**src/rtl/w_ram_sched_if.sv**
```systemverilog
`default_nettype none
// ============================================================================
//  Module      : w_ram_sched_if
//  Description : Bundle of the sweep control, row stream, host write and
//                w_RAM port signals of the weight-RAM scheduler.
//                slave  = scheduler view, master = environment view.
//  Ports       : sweep_*   sweep start/status
//                row_*     ready/valid row stream to the compute engine
//                host_wr_* host weight-load write channel
//                ram_*     single-port w_RAM command/data
//  Revision    : 1.0  initial release
// ============================================================================
interface w_ram_sched_if #(
  parameter int MAX_NEURONS = 8,
  parameter int WEIGHT_W    = 16,
  parameter int ROW_W       = MAX_NEURONS * WEIGHT_W
);
  logic             sweep_start;
  logic [31:0]      sweep_layer;
  logic [31:0]      sweep_count;
  logic             sweep_busy;
  logic             sweep_done;
  logic             sweep_err;
  logic             row_valid;
  logic             row_ready;
  logic [ROW_W-1:0] row_data;
  logic [31:0]      row_neuron;
  logic             host_wr_req;
  logic [31:0]      host_wr_layer;
  logic [31:0]      host_wr_neuron;
  logic [ROW_W-1:0] host_wr_data;
  logic             host_wr_ack;
  logic             host_wr_err;
  logic             ram_rw;
  logic [31:0]      ram_layer;
  logic [31:0]      ram_neuron;
  logic [ROW_W-1:0] ram_w_in;
  logic [ROW_W-1:0] ram_w_out;

  modport slave (
    input  sweep_start, sweep_layer, sweep_count, row_ready,
           host_wr_req, host_wr_layer, host_wr_neuron, host_wr_data, ram_w_out,
    output sweep_busy, sweep_done, sweep_err, row_valid, row_data, row_neuron,
           host_wr_ack, host_wr_err, ram_rw, ram_layer, ram_neuron, ram_w_in
  );

  modport master (
    output sweep_start, sweep_layer, sweep_count, row_ready,
           host_wr_req, host_wr_layer, host_wr_neuron, host_wr_data, ram_w_out,
    input  sweep_busy, sweep_done, sweep_err, row_valid, row_data, row_neuron,
           host_wr_ack, host_wr_err, ram_rw, ram_layer, ram_neuron, ram_w_in
  );
endinterface
`default_nettype wire

```
**src/rtl/w_ram_sched.sv**
```systemverilog
`default_nettype none
// ============================================================================
//  Module      : w_ram_sched
//  Description : Sequencer/arbiter in front of the single-port weight RAM.
//                Streams rows 0..count-1 of one layer to the compute engine
//                and interleaves host weight writes into the same RAM port,
//                at most one RAM op per cycle (round-robin when contested).
//  Ports       : CLK    clock, rising edge
//                RST_N  synchronous active-low reset
//                bus    w_ram_sched_if.slave (sweep, row stream, host, RAM)
//  Revision    : 1.0  initial release
// ============================================================================
module w_ram_sched #(
  parameter int MAX_DEPTH   = 4,
  parameter int MAX_NEURONS = 8,
  parameter int WEIGHT_W    = 16,
  parameter int ROW_W       = MAX_NEURONS * WEIGHT_W
) (
  input  logic         CLK,
  input  logic         RST_N,
  w_ram_sched_if.slave bus
);

  typedef enum logic [1:0] {
    ST_IDLE  = 2'd0,
    ST_SWEEP = 2'd1,
    ST_DRAIN = 2'd2
  } state_t;

  state_t           state_q, state_d;
  logic [31:0]      layer_q, layer_d;
  logic [31:0]      count_q, count_d;
  logic [31:0]      idx_q, idx_d;            // next neuron to read
  logic             inflight_q, inflight_d;  // read issued last cycle
  logic [31:0]      inflight_nrn_q, inflight_nrn_d;
  logic [ROW_W-1:0] fifo_data_q [0:1];
  logic [ROW_W-1:0] fifo_data_d [0:1];
  logic [31:0]      fifo_nrn_q [0:1];
  logic [31:0]      fifo_nrn_d [0:1];
  logic             wr_ptr_q, wr_ptr_d;
  logic             rd_ptr_q, rd_ptr_d;
  logic [1:0]       fifo_cnt_q, fifo_cnt_d;
  logic             prio_host_q, prio_host_d;
  logic             done_q, done_d;
  logic             err_q, err_d;

  logic             start_ok;
  logic             host_in_range;
  logic             host_ok;
  logic             pop;
  logic [1:0]       occ_after;
  logic             rd_elig;
  logic             grant_host;
  logic             grant_rd;

  always_comb begin
    state_d        = state_q;
    layer_d        = layer_q;
    count_d        = count_q;
    idx_d          = idx_q;
    inflight_d     = 1'b0;
    inflight_nrn_d = inflight_nrn_q;
    fifo_data_d    = fifo_data_q;
    fifo_nrn_d     = fifo_nrn_q;
    wr_ptr_d       = wr_ptr_q;
    rd_ptr_d       = rd_ptr_q;
    prio_host_d    = prio_host_q;
    done_d         = 1'b0;
    err_d          = 1'b0;

    start_ok      = (bus.sweep_layer < 32'(MAX_DEPTH)) && (bus.sweep_count != 32'd0) &&
                    (bus.sweep_count <= 32'(MAX_NEURONS));
    host_in_range = (bus.host_wr_layer < 32'(MAX_DEPTH)) &&
                    (bus.host_wr_neuron < 32'(MAX_NEURONS));
    host_ok       = RST_N && bus.host_wr_req && host_in_range;
    pop           = RST_N && (fifo_cnt_q != 2'd0) && bus.row_ready;
    // Occupancy once this cycle's capture and pop settle; a read issued now
    // lands one cycle later, so it must fit behind that.
    occ_after     = fifo_cnt_q + {1'b0, inflight_q} - {1'b0, pop};
    rd_elig       = RST_N && (state_q == ST_SWEEP) && (occ_after < 2'd2);
    grant_host    = host_ok && (!rd_elig || prio_host_q);
    grant_rd      = rd_elig && !grant_host;
    if (host_ok && rd_elig) begin
      prio_host_d = ~prio_host_q;
    end

    // Registered RAM data of last cycle's read goes straight into the FIFO.
    if (inflight_q) begin
      fifo_data_d[wr_ptr_q] = bus.ram_w_out;
      fifo_nrn_d[wr_ptr_q]  = inflight_nrn_q;
      wr_ptr_d              = ~wr_ptr_q;
    end
    if (pop) begin
      rd_ptr_d = ~rd_ptr_q;
    end
    fifo_cnt_d = occ_after;

    if (grant_rd) begin
      inflight_d     = 1'b1;
      inflight_nrn_d = idx_q;
    end

    case (state_q)
      ST_IDLE: begin
        if (bus.sweep_start) begin
          if (start_ok) begin
            state_d = ST_SWEEP;
            layer_d = bus.sweep_layer;
            count_d = bus.sweep_count;
            idx_d   = 32'd0;
          end else begin
            err_d = 1'b1;
          end
        end
      end
      ST_SWEEP: begin
        if (grant_rd) begin
          idx_d = idx_q + 32'd1;
          if (idx_q + 32'd1 == count_q) begin
            state_d = ST_DRAIN;
          end
        end
      end
      ST_DRAIN: begin
        if (!inflight_q && (occ_after == 2'd0)) begin
          state_d = ST_IDLE;
          done_d  = 1'b1;
        end
      end
      default: state_d = ST_IDLE;
    endcase

    // Outputs are forced low while reset is held, whatever the inputs do.
    bus.sweep_busy  = RST_N && (state_q != ST_IDLE);
    bus.sweep_done  = RST_N && done_q;
    bus.sweep_err   = RST_N && err_q;
    bus.row_valid   = RST_N && (fifo_cnt_q != 2'd0);
    bus.row_data    = bus.row_valid ? fifo_data_q[rd_ptr_q] : '0;
    bus.row_neuron  = bus.row_valid ? fifo_nrn_q[rd_ptr_q] : 32'd0;
    bus.host_wr_ack = grant_host;
    bus.host_wr_err = RST_N && bus.host_wr_req && !host_in_range;
    bus.ram_rw      = grant_host;
    bus.ram_layer   = grant_host ? bus.host_wr_layer  : (grant_rd ? layer_q : 32'd0);
    bus.ram_neuron  = grant_host ? bus.host_wr_neuron : (grant_rd ? idx_q   : 32'd0);
    bus.ram_w_in    = grant_host ? bus.host_wr_data   : '0;
  end

  always_ff @(posedge CLK) begin
    if (!RST_N) begin
      state_q        <= ST_IDLE;
      layer_q        <= 32'd0;
      count_q        <= 32'd0;
      idx_q          <= 32'd0;
      inflight_q     <= 1'b0;
      inflight_nrn_q <= 32'd0;
      for (int i = 0; i < 2; i++) begin
        fifo_data_q[i] <= '0;
        fifo_nrn_q[i]  <= 32'd0;
      end
      wr_ptr_q       <= 1'b0;
      rd_ptr_q       <= 1'b0;
      fifo_cnt_q     <= 2'd0;
      prio_host_q    <= 1'b1;
      done_q         <= 1'b0;
      err_q          <= 1'b0;
    end else begin
      state_q        <= state_d;
      layer_q        <= layer_d;
      count_q        <= count_d;
      idx_q          <= idx_d;
      inflight_q     <= inflight_d;
      inflight_nrn_q <= inflight_nrn_d;
      fifo_data_q    <= fifo_data_d;
      fifo_nrn_q     <= fifo_nrn_d;
      wr_ptr_q       <= wr_ptr_d;
      rd_ptr_q       <= rd_ptr_d;
      fifo_cnt_q     <= fifo_cnt_d;
      prio_host_q    <= prio_host_d;
      done_q         <= done_d;
      err_q          <= err_d;
    end
  end

endmodule
`default_nettype wire

```
**src/flat_wrapper.sv**
```systemverilog
// flat-port wrapper written by rule: the top's interface ports become plain ports
module w_ram_sched_flat 
#(
  parameter int MAX_DEPTH   = 4,
  parameter int MAX_NEURONS = 8,
  parameter int WEIGHT_W    = 16,
  parameter int ROW_W       = MAX_NEURONS * WEIGHT_W
)
  (CLK, RST_N, bus_sweep_start, bus_sweep_layer, bus_sweep_count, bus_row_ready, bus_host_wr_req, bus_host_wr_layer, bus_host_wr_neuron, bus_host_wr_data, bus_ram_w_out, bus_sweep_busy, bus_sweep_done, bus_sweep_err, bus_row_valid, bus_row_data, bus_row_neuron, bus_host_wr_ack, bus_host_wr_err, bus_ram_rw, bus_ram_layer, bus_ram_neuron, bus_ram_w_in);
  w_ram_sched_if #(.MAX_NEURONS(MAX_NEURONS), .WEIGHT_W(WEIGHT_W), .ROW_W(ROW_W)) bus_i ();
  input  logic CLK;
  input  logic RST_N;
  input wire logic [$bits(bus_i.sweep_start)-1:0] bus_sweep_start;
  input wire logic [$bits(bus_i.sweep_layer)-1:0] bus_sweep_layer;
  input wire logic [$bits(bus_i.sweep_count)-1:0] bus_sweep_count;
  input wire logic [$bits(bus_i.row_ready)-1:0] bus_row_ready;
  input wire logic [$bits(bus_i.host_wr_req)-1:0] bus_host_wr_req;
  input wire logic [$bits(bus_i.host_wr_layer)-1:0] bus_host_wr_layer;
  input wire logic [$bits(bus_i.host_wr_neuron)-1:0] bus_host_wr_neuron;
  input wire logic [$bits(bus_i.host_wr_data)-1:0] bus_host_wr_data;
  input wire logic [$bits(bus_i.ram_w_out)-1:0] bus_ram_w_out;
  output wire logic [$bits(bus_i.sweep_busy)-1:0] bus_sweep_busy;
  output wire logic [$bits(bus_i.sweep_done)-1:0] bus_sweep_done;
  output wire logic [$bits(bus_i.sweep_err)-1:0] bus_sweep_err;
  output wire logic [$bits(bus_i.row_valid)-1:0] bus_row_valid;
  output wire logic [$bits(bus_i.row_data)-1:0] bus_row_data;
  output wire logic [$bits(bus_i.row_neuron)-1:0] bus_row_neuron;
  output wire logic [$bits(bus_i.host_wr_ack)-1:0] bus_host_wr_ack;
  output wire logic [$bits(bus_i.host_wr_err)-1:0] bus_host_wr_err;
  output wire logic [$bits(bus_i.ram_rw)-1:0] bus_ram_rw;
  output wire logic [$bits(bus_i.ram_layer)-1:0] bus_ram_layer;
  output wire logic [$bits(bus_i.ram_neuron)-1:0] bus_ram_neuron;
  output wire logic [$bits(bus_i.ram_w_in)-1:0] bus_ram_w_in;
  assign bus_i.sweep_start = bus_sweep_start;
  assign bus_i.sweep_layer = bus_sweep_layer;
  assign bus_i.sweep_count = bus_sweep_count;
  assign bus_i.row_ready = bus_row_ready;
  assign bus_i.host_wr_req = bus_host_wr_req;
  assign bus_i.host_wr_layer = bus_host_wr_layer;
  assign bus_i.host_wr_neuron = bus_host_wr_neuron;
  assign bus_i.host_wr_data = bus_host_wr_data;
  assign bus_i.ram_w_out = bus_ram_w_out;
  assign bus_sweep_busy = bus_i.sweep_busy;
  assign bus_sweep_done = bus_i.sweep_done;
  assign bus_sweep_err = bus_i.sweep_err;
  assign bus_row_valid = bus_i.row_valid;
  assign bus_row_data = bus_i.row_data;
  assign bus_row_neuron = bus_i.row_neuron;
  assign bus_host_wr_ack = bus_i.host_wr_ack;
  assign bus_host_wr_err = bus_i.host_wr_err;
  assign bus_ram_rw = bus_i.ram_rw;
  assign bus_ram_layer = bus_i.ram_layer;
  assign bus_ram_neuron = bus_i.ram_neuron;
  assign bus_ram_w_in = bus_i.ram_w_in;
  w_ram_sched #(.MAX_DEPTH(MAX_DEPTH), .MAX_NEURONS(MAX_NEURONS), .WEIGHT_W(WEIGHT_W), .ROW_W(ROW_W)) u_core (.CLK(CLK), .RST_N(RST_N), .bus(bus_i));
endmodule
```
**config.mk**
```make
export PLATFORM = sky130hd
export DESIGN_NAME = w_ram_sched_flat
export DESIGN_NICKNAME = d
export VERILOG_FILES = /design/src/rtl/w_ram_sched_if.sv /design/src/rtl/w_ram_sched.sv /design/src/flat_wrapper.sv
export SDC_FILE = /design/constraint.sdc
export NUM_CORES = 1
export LEC_CHECK = 0
export CAP_MARGIN = 10
export CORE_AREA = 5 5 287 289
export CTS_BUF_LIST = sky130_fd_sc_hd__clkbuf_4 sky130_fd_sc_hd__clkbuf_8
export CTS_CLUSTER_SIZE = 12
export DETAILED_ROUTE_END_ITERATION = 8
export DIE_AREA = 0 0 292 294
export SETUP_SLACK_MARGIN = 0.1
export SLEW_MARGIN = 20
export SYNTH_ARGS = -nofsm -noshare
export SYNTH_HDL_FRONTEND = slang
export SYNTH_SLANG_ARGS = --single-unit
```
**constraint.sdc**
```tcl
create_clock -name CLK -period 3.8 [get_ports CLK]
set_input_delay 0.76 -clock CLK [delete_from_list [all_inputs] [get_ports CLK]]
set_output_delay 0.76 -clock CLK [all_outputs]
set_load 0.01 [all_outputs]
```
==> results of run 1 <==
## cell type report
cell class                      instances  area share, %
Clock buffer                          133           4.94
Antenna cell                            6         0.0451
Sequential cell                       458           27.6
Timing Repair Buffer                  952           29.2
Tap cell                             1060           3.99
Clock inverter                         12          0.369
Inverter                               38          0.489
Multi-Input combinational cell       1982           33.4
## Yosys cell counts, types with 3 or more instances
master	instances	share of area [%]
nand2_1	732	13
dfxtp_1	458	45
a21oi_1	396	9.6
and2_1	226	6.9
nor2_1	211	3.9
mux2i_1	168	8.2
clkbuf_1	161	2.9
inv_1	36	0.66
xnor2_1	35	1.5
nor4_1	32	0.97
o21ai_0	28	0.68
buf_2	19	0.46
nand3_1	17	0.41
nand4_1	16	0.49
nor3_1	16	0.39
buf_1	14	0.26
xor2_1	14	0.60
buf_4	11	0.40
nand3b_1	10	0.36
and3_1	9	0.27
a21o_1	7	0.26
or3_1	7	0.21
and4_1	6	0.26
a211oi_1	4	0.15
a31oi_1	4	0.12
a22oi_1	3	0.11
ha_1	3	0.18
nor2_2	3	0.091
o2111ai_1	3	0.13
## worst min-delay path by stage
stage	startpoint	endpoint	slack, ns
after floorplan	u_core.layer_q[10]	u_core.layer_q[10]	0.42
after global routing	u_core.inflight_nrn_q[13]	u_core.fifo_nrn_q[45]	0.47
after CTS	u_core.inflight_nrn_q[13]	u_core.fifo_nrn_q[45]	0.45
final	u_core.fifo_data_q[183]	u_core.fifo_data_q[183]	0.45
after detailed placement	u_core.layer_q[2]	u_core.layer_q[2]	0.44
after global placement	u_core.fifo_data_q[75]	u_core.fifo_data_q[75]	0.44
## registers in the layout, indices dropped and copies added, names as in the netlist, 2 cells and up
name                   flops
u_core.layer_q            32
u_core.fifo_nrn_q         64
u_core.fifo_cnt_q          2
u_core.fifo_data_q       256
u_core.state_q             2
u_core.inflight_nrn_q     32
u_core.idx_q              32
u_core.count_q            32
## kinds of logic after synthesis
group / share of synthesized area (%)
AOI/OAI and AO/OA: 11.5
xor gates and xnor gates: 2.20
adders and majority gates: 0.183
buffers and inverters: 4.83
DFF: 44.6
muxes: 8.18
and+or+nand+nor: 28.5
## where the power goes
group / total (uW) / switching (uW) / internal (uW)
clock network: 4970 / 2160 / 2820
logic: 582 / 210 / 372
registers: 4800 / 0.116 / 4800
## stage by stage
stage | hold WS [ns] | cells | setup slack (ns) | TNS [ns]
global route | 0.465 | 4637 | -0.668 | -109.34
finish | 0.451 | 4641 | -0.530 | -77.86
floorplan | 0.421 | 2685 | -0.129 | -6.56
global placement | 0.441 | 4388 | -1.12 | -251.84
detailed placement | 0.435 | 4388 | -1.18 | -261.22
CTS | 0.446 | 4580 | -0.665 | -113.68
## critical path, cell delays in order
cell and delay [ns]:
dlygate4sd2_1 0.28, o21ai_4 0.08, inv_2 0.05, and2_4 0.14
ha_4 0.26, inv_2 0.03, ha_4 0.14, xor3_1 0.19
or3b_4 0.42, o211ai_4 0.24, buf_6 0.13, nor2_4 0.05
buf_12 0.14, buf_12 0.12, buf_16 0.13, buf_12 0.12
and2_1 0.15, clkbuf_2 0.13
## metal layers
layer | GRT usage [%] | up-vias | wire length (um)
met5 | 0 | - | 27
met4 | 4.88 | 4 | 2050
met3 | 5.07 | 123 | 7220
met2 | 31.5 | 769 | 42200
met1 | 25.1 | 9964 | 39000
li1 | - | 10400 | -
## what timing repair did
action / 4_1_cts / 5_1_grt
buffers inserted: 43 / 51
hold buffers: 0 / 0
pin swaps: 22 / 73
endpoints found under the setup margin: 324 / 338
cloned: 4 / 14
resized for setup: 516 / 620
==> results.py, run 1 <==
metrics = {
    "die": {
        "dieArea_um2": 85800,
        "die_w_um": 292,
        "io_pins": 748,
        "start_util_pct": 25.8,
        "rows": 104,
        "die_y_um": 294,
        "coreArea_um2": 79600,
    },
    "synthesis": {
        "syn_area_per_cell_um2": 7.66,
        "ys_warn_count": 0,
        "synth_edf_count": 0,
        "synth-async-reset-ratio_pct": 0,
        "syn_area_um2": 20600,
        "synth_top_flop_cell": "dfxtp_1",
        "synth.distinct_cells": 58,
        "synthCells": 2685,
        "synth-seq-cells": 458,
        "syn_nets": 3077,
        "yosysSeqAreaShare_pct": 44.6,
    },
    "routing": {
        "drt-vias-per-instance": 4.59,
        "dr_total_vias": 21300,
        "first_iter_violations": 1324,
        "dr.pass1.iters": 5,
        "antenna_left": 0,
        "wl_um": 90500,
        "wl_per_cell_um": 19.5,
        "drc": 0,
    },
    "critical_path": {
        "timing.rr.end": "u_core.idx_q[3]",
        "critPathKind": "in -> out",
        "cp-end-kind": "output pin",
        "ff2ff_path_depth": 24,
        "crit_start": "RST_N",
        "r2r_setup_slack_ns": 0.05,
        "rr_startpoint": "u_core.fifo_cnt_q[0]",
        "crit_arrival_ns": 3.57,
        "worstPathRequired_ns": 3.04,
        "crit_path_start_kind": "input pin",
        "cp_max_fo": 6,
        "endpoint": "bus_ram_w_in[101]",
    },
    "cells_and_area": {
        "drive_gt1_share_pct": 21.3,
        "nets": 3906,
        "n_fill_cell": 8096,
        "layout_commonest_cell": "nand2_1",
        "multi_input_area_um2": 11100,
        "fin_util_pct": 41.8,
        "layout_common_cells": "693 x nand2_1, 542 x clkdlybuf4s50_1, 455 x dfxtp_1",
        "final_area_um2": 33300,
        "syn_to_final_growth_pct": 61.7,
        "regArea_um2": 9180,
    },
    "global_route": {
        "grt_use_total_pct": 19.1,
        "grt_max_degree": 179,
        "grt_pass1_wl_um": 129000,
        "antenna_found_initial": 11,
        "grt.overflow.total": 0,
        "grt_pass1_vias": 20400,
    },
    "sta": {
        "hold_viol_final": 0,
        "fmax_mhz": 231,
        "setup_ws_ns": -0.530,
        "max-slew-margin-rel_pct": 37.3,
        "tightest_slew_ns": 0.941,
        "clock_skew_ns": 0.0405,
        "grt_setup_unrepaired": "yes",
        "setup_viol": 194,
        "final.min_clock_period_ns": 4.33,
        "slew_viol_final": 0,
        "post-route-period-util_pct": 114,
    },
    "pwr": {
        "peakVddDrop_v": 0.000209,
        "leakage_uw": 0.0122,
        "powerDensity_nw_per_um2": 311,
        "totalPowerFinal_uw": 10400,
    },
    "clocking": {
        "h-tree-depth": 3,
        "cts_tree": "built",
        "max-clock-path-buffers": 3,
        "cts_sinks": 458,
        "clock_latency_ns": 0.66,
        "numCtsBuffers": 82,
        "cts-root-buf": "clkbuf_8",
        "clk_pin_slew_ns": 0.06,
    },
    "placed_design": {
        "port_buffers": 747,
        "gp_congestion": 0.911,
        "dp_hpwl_um": 61800,
        "placed_area_um2": 29600,
    },
    "outcome": {
        "violations": "setup timing",
        "outcome": "finished, violations left",
    },
    "min_path": {
        "min_path_cells": 2,
        "hp-class": "reg -> reg",
    },
    "run": {
        "drv_cap": 0,
    },
}
Note: power is estimated with default switching activity, not from simulation.
==> run 2: changes to the inputs <==
--- a/config.mk
+++ b/config.mk
@@ -12,6 +12,7 @@
 export DETAILED_ROUTE_END_ITERATION = 8
 export DIE_AREA = 0 0 292 294
 export SETUP_SLACK_MARGIN = 0.1
+export SKIP_LAST_GASP = 1
 export SLEW_MARGIN = 20
 export SYNTH_ARGS = -nofsm -noshare
 export SYNTH_HDL_FRONTEND = slang
==> run 2 against run 1 <==
  * Global-route usage about the same
  * Largest cell class unchanged
  * The flow still finishes with violations (setup timing)
  * Utilization up 0.38 points
  * Cell area up 0.91%
  * First-iteration DRC count down 2.8%
  * Power about the same
  * Critical path type unchanged
  * Clock power about the same
  * Sequential power about the same
  * Largest power group unchanged
  * Hold slack about the same
  * Sequential share of layout area down 0.25 points
  * Via count up 0.13%
  * Die area unchanged
==> results.py, run 2 (synthesis results as in run 1) <==
metrics = {
    "cells_and_area": {
        "layout_common_cells": "694 x nand2_1, 543 x clkdlybuf4s50_1, 455 x dfxtp_1",
        "top_regs": "u_core.fifo_data_q x256, u_core.fifo_nrn_q x64",
        "drive_gt1_share_pct": 22.3,
        "layout_commonest_cell": "nand2_1",
        "fin_util_pct": 42.1,
        "largest_register_ff_count": 256,
        "syn_to_final_growth_pct": 63.2,
        "nets": 3907,
        "top_register": "u_core.fifo_data_q",
        "final_area_um2": 33600,
    },
    "die": {
        "io_pins": 748,
        "die_w_um": 292,
        "coreArea_um2": 79600,
        "rows": 104,
        "start_util_pct": 25.8,
        "die_y_um": 294,
        "dieArea_um2": 85800,
    },
    "min_path": {
        "hp-class": "reg -> reg",
        "hp-start": "u_core.fifo_data_q[183]",
    },
    "clocking": {
        "cts_sinks": 458,
        "numCtsBuffers": 82,
        "h-tree-depth": 3,
        "clock_latency_ns": 0.67,
        "cts-root-buf": "clkbuf_8",
        "clk_pin_slew_ns": 0.06,
        "cts_tree": "built",
        "max-clock-path-buffers": 3,
    },
    "placed_design": {
        "gp_congestion": 0.911,
        "placed_area_um2": 29600,
        "dp_hpwl_um": 61800,
        "port_buffers": 747,
    },
    "critical_path": {
        "crit_arrival_ns": 3.54,
        "cp_max_fo": 7,
        "crit_start": "RST_N",
        "worstPathRequired_ns": 3.04,
        "critPathKind": "in -> out",
        "crit_path_start_kind": "input pin",
        "cp-end-kind": "output pin",
        "rr_startpoint": "u_core.fifo_cnt_q[0]",
    },
    "sta": {
        "holdWs_ns": 0.451,
        "setup_ws_ns": -0.502,
        "final.min_clock_period_ns": 4.30,
        "grt_setup_unrepaired": "yes",
        "post-route-period-util_pct": 113,
        "timing.setup.tns_ns": -78.09,
        "clock_skew_ns": 0.0448,
        "hold_viol_final": 0,
        "tightest_slew_ns": 0.962,
        "slew_viol_final": 0,
        "fmax_mhz": 232,
        "setup_viol": 194,
        "max-slew-margin-rel_pct": 35.9,
    },
    "routing": {
        "dr_total_vias": 21300,
        "drc": 0,
        "dr.pass1.iters": 5,
        "wl_per_cell_um": 19.6,
        "antenna_left": 0,
        "first_iter_violations": 1287,
        "wl_um": 90800,
        "drt-vias-per-instance": 4.60,
    },
    "global_route": {
        "busiest_layer": "met2",
        "grt_pass1_wl_um": 129000,
        "grt_max_degree": 179,
        "grtUsageMet1_pct": 25.1,
        "grt_use_total_pct": 19.1,
        "grt.overflow.total": 0,
        "grt_use_met2_pct": 31.5,
        "use_met3_pct": 5.07,
        "antenna_found_initial": 11,
        "grt_pass1_vias": 20400,
    },
    "run": {
        "drv_cap": 0,
    },
    "pwr": {
        "powerDensity_nw_per_um2": 309,
        "peakVddDrop_v": 0.000208,
        "leakage_uw": 0.0123,
        "totalPowerFinal_uw": 10400,
    },
    "outcome": {
        "violations": "setup timing",
        "outcome": "finished, violations left",
    },
}
run 2: changes by cell type in the layout (fill, tap and decap cells not counted), moves of 6 or more:
cell,before,now
and2_1,124,87
buf_4,108,114
clkbuf_2,29,15
buf_2,31,9
and2_4,102,139
buf_6,180,210
run 2: final cells by class:
cell class	instances	area, um^2
fill	8068	46100
multi-input combinational	1982	11200
sequential	458	9180
clock inverter	12	123
inverter	38	160
antenna	6	15.0
tap	1060	1330
timing repair buffer	953	9970
clock buffer	133	1640
run 2: per-layer routing:
| layer | part of all wire (%) | wire length (um) |
|---|---|---|
| met1 | 43 | 38900 |
| met2 | 47 | 42300 |
| met3 | 8.1 | 7350 |
| met4 | 2.6 | 2330 |
| met5 | 0.030 | 27 |
run 2: per-stage QoR:
stage / std cells / setup WS, ns
floorplan: 2685 / -0.129
global placement: 4388 / -1.12
detailed placement: 4388 / -1.18
CTS: 4580 / -0.674
global route: 4638 / -0.635
finish: 4642 / -0.502
run 2: power breakdown:
group          internal (uW)  switching (uW)  leakage, uW
Combinational            372             212      0.00767
Sequential              4800           0.109      0.00369
Clock                   2820            2160     0.000943
run 2: worst paths after layout:
| check | endpoint | slack [ns] | cells after the start |
|---|---|---|---|
| setup / recovery | bus_ram_w_in[119] | -0.50 | 17 |
| hold / removal | u_core.fifo_data_q[183] | 0.45 | 2 |
| setup reg to reg | u_core.inflight_nrn_q[9] | 0.07 | 25 |
| hold reg to reg | u_core.fifo_data_q[183] | 0.45 | 2 |
run 2: repair_timing:
item,CTS,global route
endpoints found under the hold margin,0,0
cloned,4,18
gates resized for setup,360,801
hold buffers,0,0
setup buffers,43,48
endpoints found under the setup margin,324,338
pin swaps,19,101
run 2: critical path, stage by stage:
cell,delay [ns]
dlygate4sd2_1,0.28
o21ai_4,0.08
inv_2,0.05
and2_4,0.14
ha_4,0.26
inv_2,0.03
ha_4,0.14
xor3_1,0.19
or3b_4,0.42
o211ai_4,0.25
buf_6,0.13
nor2_4,0.06
clkbuf_16,0.17
buf_12,0.15
clkbuf_16,0.16
and2_4,0.16
buf_6,0.11
